### src/rtl/systolic_pkg.sv
// Shared definitions for the systolic array slice: feed FSM encoding and width helpers.
package systolic_pkg;

    typedef enum logic [1:0] {
        StIdle  = 2'd0,
        StClear = 2'd1,
        StRun   = 2'd2,
        StDone  = 2'd3
    } state_e;

    function automatic int unsigned calc_kw(input int unsigned k_max);
        return $clog2(k_max);
    endfunction

    // Counter must reach K_MAX + 2N - 3, the last RUN cycle of the longest pass.
    function automatic int unsigned calc_cw(input int unsigned k_max, input int unsigned n);
        return $clog2(k_max + 2 * n);
    endfunction

endpackage

### src/rtl/skew_lane.sv
// One skewed operand lane: enabled while OFFSET <= t < OFFSET + k, index = t - OFFSET.
module skew_lane #(
    parameter int unsigned OFFSET = 0,
    parameter int unsigned KW     = 4,
    parameter int unsigned CW     = 5
) (
    input  logic          run,
    input  logic [CW-1:0] t,
    input  logic [KW:0]   k,
    output logic          en,
    output logic [KW-1:0] idx
);

    localparam logic [CW:0] OffsetW = (CW + 1)'(OFFSET);

    logic [CW:0] t_ext;
    logic [CW:0] k_ext;
    logic [CW:0] rel;

    always_comb begin
        t_ext = {1'b0, t};
        k_ext = (CW + 1)'(k);
        rel   = t_ext - OffsetW;
        // rel is only meaningful once t has reached the offset
        en    = run && (t_ext >= OffsetW) && (rel < k_ext);
        idx   = en ? rel[KW-1:0] : '0;
    end

endmodule

### src/rtl/systolic_feed_ctrl.sv
// Sequences one systolic matmul pass: accumulator clear, skewed A/B operand feed, drain, done.
module systolic_feed_ctrl
    import systolic_pkg::*;
#(
    parameter int unsigned N     = 4,
    parameter int unsigned K_MAX = 16,
    parameter int unsigned KW    = calc_kw(K_MAX),
    parameter int unsigned CW    = calc_cw(K_MAX, N)
) (
    input  logic            clk,
    input  logic            reset_n,
    input  logic            start,
    input  logic [KW:0]     k_len,
    input  logic            abort,
    output logic            busy,
    output logic            done,
    output logic            array_clear,
    output logic [N-1:0]    a_en,
    output logic [N*KW-1:0] a_idx,
    output logic [N-1:0]    b_en,
    output logic [N*KW-1:0] b_idx
);

    localparam logic [KW:0]   KMaxW = (KW + 1)'(K_MAX);
    localparam logic [CW-1:0] SkewW = CW'(2 * (N - 1));

    state_e        state_q, state_d;
    logic [CW-1:0] t_q, t_d;
    logic [KW:0]   k_q, k_d;
    logic [CW-1:0] t_last;
    logic          run;

    always_ff @(posedge clk or negedge reset_n) begin
        if (!reset_n) begin
            state_q <= StIdle;
            t_q     <= '0;
            k_q     <= '0;
        end else begin
            state_q <= state_d;
            t_q     <= t_d;
            k_q     <= k_d;
        end
    end

    // Only used in RUN, where k_q >= 1, so the subtraction cannot underflow.
    assign t_last = CW'(k_q) + SkewW - CW'(1);

    always_comb begin
        state_d = state_q;
        t_d     = t_q;
        k_d     = k_q;
        unique case (state_q)
            StIdle: begin
                if (start) begin
                    k_d     = (k_len > KMaxW) ? KMaxW : k_len;
                    state_d = StClear;
                end
            end
            StClear: begin
                t_d = '0;
                if (abort) begin
                    state_d = StIdle;
                end else if (k_q == '0) begin
                    state_d = StDone;
                end else begin
                    state_d = StRun;
                end
            end
            StRun: begin
                if (abort) begin
                    state_d = StIdle;
                    t_d     = '0;
                end else if (t_q == t_last) begin
                    state_d = StDone;
                    t_d     = '0;
                end else begin
                    t_d = t_q + CW'(1);
                end
            end
            StDone: begin
                state_d = StIdle;
            end
            default: begin
                state_d = StIdle;
                t_d     = '0;
            end
        endcase
    end

    always_comb begin
        busy        = (state_q != StIdle);
        done        = (state_q == StDone);
        array_clear = (state_q == StClear);
        run         = (state_q == StRun);
    end

    for (genvar i = 0; i < N; i++) begin : g_lane
        skew_lane #(
            .OFFSET (i),
            .KW     (KW),
            .CW     (CW)
        ) u_a_lane (
            .run (run),
            .t   (t_q),
            .k   (k_q),
            .en  (a_en[i]),
            .idx (a_idx[i*KW +: KW])
        );

        skew_lane #(
            .OFFSET (i),
            .KW     (KW),
            .CW     (CW)
        ) u_b_lane (
            .run (run),
            .t   (t_q),
            .k   (k_q),
            .en  (b_en[i]),
            .idx (b_idx[i*KW +: KW])
        );
    end

endmodule
### config.mk
export PLATFORM = sky130hd
export DESIGN_NAME = systolic_feed_ctrl
export DESIGN_NICKNAME = d
export VERILOG_FILES = /design/src/rtl/systolic_pkg.sv /design/src/rtl/skew_lane.sv /design/src/rtl/systolic_feed_ctrl.sv
export SDC_FILE = /design/constraint.sdc
export NUM_CORES = 1
export LEC_CHECK = 0
export CORE_UTILIZATION = 47
export CTS_CLUSTER_DIAMETER = 30
export DETAILED_ROUTE_END_ITERATION = 10
export MAX_ROUTING_LAYER = met4
export PLACE_DENSITY = 0.86
export SLEW_MARGIN = 10
export SYNTH_ARGS = -nofsm -noshare
export SYNTH_HDL_FRONTEND = slang
export SYNTH_SLANG_ARGS = --single-unit
### constraint.sdc
create_clock -name clk -period 3.7 [get_ports clk]
set_input_delay 0.925 -clock clk [delete_from_list [all_inputs] [get_ports clk]]
set_output_delay 0.925 -clock clk [all_outputs]
set_load 0.1 [all_outputs]
* Word-level counts from Yosys, hierarchy flattened
Cells that the tools add are included.
** Storage, ports and cells
- Register bits after elaboration :: 12
- Bits in latches :: 0
- RAM bits :: 0
- Bits in read-only memories :: 0
- Input bits :: 9
- Output and inout port bits :: 43
- Memories kept :: 0
** Operators by class
- $add $sub $neg :: 6
- Multiply operators :: 0
- Div/mod/pow operators :: 0
- $lt $le $gt $ge :: 8
- Equality and inequality tests :: 6
- Shift operators :: 0
- Multiplexer cells :: 14
- Bitwise gates (word level) :: 0
- Reductions and logical operators :: 13
** Operators by type and width (number)
- $lt A6 B5 Y1 :: 3
- $mux W4 :: 4
- $mux W5 :: 3
- $sub A5 B2 Y6 const B :: 2
- $ge A5 B2 Y1 const B :: 2
- $pmux W5 S2 :: 1
- $mux W2 :: 4
- $pmux W2 S4 :: 1
- $logic_and A1 B1 Y1 :: 7
- $sub A5 B1 Y6 const B :: 1
- $add A5 B1 Y5 const B :: 1
- $add A5 B3 Y5 const B :: 1
- $eq A5 B5 Y1 :: 1
- $ge A5 B1 Y1 const B :: 1
- $gt A5 B5 Y1 const B :: 1
- $logic_not A5 Y1 :: 1
- $lt A5 B5 Y1 :: 1
- $sub A5 B1 Y5 const B :: 1
- $eq A2 B2 Y1 const B :: 2
- $reduce_and A2 Y1 :: 2
- $reduce_bool A2 Y1 :: 2
- $ne A3 B3 Y1 const B :: 1
- $eq A2 B1 Y1 const B :: 1
- $logic_not A2 Y1 :: 1
- other kinds (2) :: 2

* Depth between registers and ports, before layout
- Depth after elaboration :: 6
- Gate-level depth with buffers :: 11
- Mapped depth without buffers :: 9

* Hierarchy
A second synthesis with hierarchy kept.
** Second synthesis, totals
- Cells, all modules :: 317
- Area, all modules :: 2548.7 um^2
** By module, submodules not included
- systolic_feed_ctrl :: instances 1, cells an instance 83, area an instance 808.3 um^2, sequential area each 300.3 um^2
- skew_lane at g_lane[1].u_a_lane ... :: instances 2, cells an instance 34, area an instance 260.2 um^2, sequential area each 0.0 um^2
- skew_lane at g_lane[2].u_a_lane ... :: instances 2, cells an instance 30, area an instance 222.7 um^2, sequential area each 0.0 um^2
- skew_lane at g_lane[0].u_a_lane ... :: instances 2, cells an instance 24, area an instance 167.7 um^2, sequential area each 0.0 um^2
- skew_lane at g_lane[3].u_b_lane :: instances 1, cells an instance 29, area an instance 220.2 um^2, sequential area each 0.0 um^2
- skew_lane at g_lane[3].u_a_lane :: instances 1, cells an instance 29, area an instance 219.0 um^2, sequential area each 0.0 um^2

* Worst setup path before layout
OpenSTA, ideal clock, no wires.
- Path kind :: reg2out
- From :: register t_q[1]
- To :: output port b_idx[6]
- Data arrival time :: 4.773 ns
- Data required time :: 2.775 ns
- Slack :: -1.998 ns
- Cell stages (with the launch flop) :: 11
- Cell sequence :: dfrtp_1 inv_1 ha_1 inv_1 ha_1 nor2b_1 o21a_1 o21a_1 o21a_1 nor3b_1 buf_4
** Between the ends
- Word-level cells in the longest chain between the ends :: 4
- Elaborated cells between the ends (all ways) :: 6
- Classes of those cells :: add/sub: 1; order compare: 2; mux: 1; reduce/logical: 2
** Ends and longest elaborated chain
- start, declared :: line systolic_feed_ctrl.sv:28 : logic [CW-1:0] t_q, t_d;
- start signal, assigned :: line systolic_feed_ctrl.sv:40 : t_q <= t_d;
- $sub A5 B1 Y6 or $ge A5 B1 Y1 (tied branches)
- $lt A6 B5 Y1 or $logic_and A1 B1 Y1 (tied branches)
- $logic_and A1 B1 Y1
- $mux W4 *
- end, declared :: line systolic_feed_ctrl.sv:21 : output logic [N*KW-1:0] b_idx
Mark *: on every way between the ends. The rest lies on a longest branch, timed or not.

* Worst setup path in the final report
- From :: register t_q[1]
- To :: output port b_idx[12]
** Between the ends
- Word-level cells in the longest chain between the ends :: 4
- Elaborated cells between the ends (all ways) :: 6
- Classes of those cells :: add/sub: 1; order compare: 2; mux: 1; reduce/logical: 2
** Ends and longest elaborated chain
- $sub A5 B2 Y6 or $ge A5 B2 Y1 (tied branches) :: line skew_lane.sv:23, skew_lane.sv:25
- $lt A6 B5 Y1 or $logic_and A1 B1 Y1 (tied branches) :: line skew_lane.sv:25 : en = run && (t_ext >= OffsetW) && (rel < k_ext);
- $logic_and A1 B1 Y1 * :: line skew_lane.sv:25
- $mux W4 * :: line skew_lane.sv:26 : idx = en ? rel[KW-1:0] : '0;
Marked as above.

==> results.toml <==
[outcome]
status = "complete, no violations"

[layout]
antenna_cells = 0
fin_nets = 280
layout-drive-gt1-share_pct = 39.24
final_util_pct = 80.88
fillers = 203
area_growth_pct = 62.60

[grt]
grt_pass1_wl_um = 6727
grt_use_total_pct = 25.19
grt_max_degree = 14
grt_pass1_vias = 1472
gr-total-overflow = 0
antenna_found_initial = 0

[setup_path]
critPathCaptureType = "output port"
critical_path.max_stage_delay_ps = 440
worstPathCellList = "buf_4, ha_2, nor3_2, xnor2_1, ha_1, a221oi_4, nand2_2, nor2_4, buf_12"
cp_data_arrival_time_ps = 2680
r2r_slack_ps = 1620
critical_path_class = "reg -> out"
start_kind = "flop"
cp_max_fo = 10
slowest_stage = "dfrtp_2"
worstPathRequired_ps = 2770

[cts]
cts_buffers = 3
clk_latency_ps = 280
cts_tree = "done"
clkTransAtPathRegs_ps = 80
postCtsHoldBufs = 0
htreeDepth = 1
root_buffer = "clkbuf_4"
cts_sinks = 12
clock_path_buffers = 2

[floorplanning]
core_area_mm2 = 0.003363
start_util_pct = 49.74
ios = 52
die_h_um = 61.66
die-area_mm2 = 0.003802
die_x_um = 61.66
rows = 21

[synth]
synthMostInstantiatedCell = "ha_1"
ys_top_cells_by_count = "33 x ha_1, 24 x buf_4, 18 x inv_1"
syn_area_mm2 = 0.001673
syn-num-nets = 242
synth_ff_type = "dfrtp_1"
async_flop_share_pct = 100.0
yosys.area.top_type = "ha_1"
ys_seq_area_share_pct = 17.95
syn_area_per_cell_um2 = 8.364
syn_inst = 200
synth_top_cell_area_share_pct = 24.68
synth_warnings = 0
synth_edf_count = 0
synth_area_leaders = "ha_1 25%, dfrtp_1 18%, buf_4 11%, xnor2_1 6.3%, inv_1 4.0%"
yosys.cell_types.count = 35
ys_ff_latch = 12

[sta]
period_minus_slack_ps = 3609
hold_violations = 0
setup_violations = 0
period_share_pct = 97.53
relSlewSlack_pct = 61.51
worst_pin_slew_ps = 575.5
maxSlewViolCount = 0
max_freq_ghz = 0.2771
skew_ps = 2.784

[pwr]
p_total_w = 0.001201
p_per_area_mw_per_mm2 = 441.4
peakVddDrop_uv = 632.8
p_leak_nw = 1.170

[route]
ant_nets = 0
routedWlPerCell_um = 15.36
drc_errors = 0
totalWireLength_um = 4348
via_count = 1541
drtIter0Drc = 40
dr.pass1.iters = 4
vias_per_cell = 5.445

[placement]
gp_congestion = 0.8678
io_buffers = 51
dp.final_hpwl_um = 3321

[min_path]
hold_class = "reg -> reg"

[flow_run]
max_cap_viol_count = 0
state kept, by name (all words and copies together) (netlist names):
register,count
k_q,5
t_q,5
state_q,2
where the power goes:
part,total [W],switching (W),internal [W]
registers,0.000213,0.0000457,0.000167
logic,0.000880,0.000549,0.000330
clock network,0.000108,0.0000483,0.0000599
total,0.00120,0.000643,0.000557
cell families after synthesis:
group / Yosys count / share of synthesized area, %
compound gates: 34 / 13.54
xor+xnor: 15 / 7.854
fa+ha+maj: 33 / 24.68
buf+inv: 45 / 16.08
flops: 12 / 17.95
mux: 3 / 1.870
simple gates: 58 / 18.02
metal layers:
metal  track usage, %  share of wire [%]  vias up
met5                -                  0        -
met4            10.79                2.7        0
li1                 -                  -      725
met1            29.21                 38      726
met3            2.731                5.8       18
met2            43.78                 54       72
timing repair:
| action | CTS | global route |
|---|---|---|
| buffers inserted | 1 | 3 |
| pin swaps | 1 | 7 |
| gates resized for setup | 3 | 14 |
| endpoints found under the setup margin | 18 | 24 |
critical path: cells and delay by family (launching register included):
family,cells,cell delay (ps)
AO/OA/AOI/OAI,1,370
XOR/XNOR,1,140
adder cells (fa/ha/maj),2,550
buffers and inverters,2,390
flip-flops,1,440
AND/OR/NAND/NOR,3,510
placed cells by master, fill, tap and decap left out, drive strengths merged, types with 8 or more instances in the layout:
master / synthesis / final
buf: 27 / 52
ha: 33 / 33
inv: 18 / 16
nor2: 13 / 13
xnor2: 12 / 12
o21ai: 12 / 12
dfrtp: 12 / 12
nand2: 9 / 9
nand2b: 8 / 8
clkdlybuf4s50: 0 / 8
worst paths after layout:
check / to / startpoint / depth (start not counted)
worst max-delay path: b_idx[12] / t_q[1]$_DFFE_PN0P_ / 9
worst min register to register: k_q[1]$_DFFE_PN0P_ / k_q[1]$_DFFE_PN0P_ / 2
worst max register to register: t_q[3]$_DFFE_PN0P_ / k_q[1]$_DFFE_PN0P_ / 7
max in group asynchronous: t_q[1]$_DFFE_PN0P_ / reset_n / 1
worst min-delay path: k_q[1]$_DFFE_PN0P_ / k_q[1]$_DFFE_PN0P_ / 2
min in group asynchronous: k_q[3]$_DFFE_PN0P_ / reset_n / 1
metrics by stage:
| step | area (um^2) | hold WS (ps) | setup TNS (ps) | worst slack (ps) | instances |
|---|---|---|---|---|---|
| after global routing | 2720 | 590.3 | -41.51 | -20.73 | 283 |
| after CTS | 2640 | 549.9 | -89.76 | -26.87 | 280 |
| after global placement | 2587 | 514.1 | 0 | 274.7 | 275 |
| after floorplan | 1851 | 496.7 | -3292 | -389.2 | 200 |
| after detailed placement | 2587 | 521.1 | 0 | 176.7 | 275 |
| final | 2720 | 545.6 | 0 | 91.24 | 283 |
cell type report:
class / count / area [um^2] / area share, %
timing repair buffer: 60 / 970.9 / 35.69
inverter: 18 / 77.57 / 2.852
tap: 46 / 57.56 / 2.116
sequential: 12 / 301.5 / 11.09
clock buffer: 4 / 36.28 / 1.334
multi-input combinational: 143 / 1276 / 46.92
(Power assumes the default switching activity.)
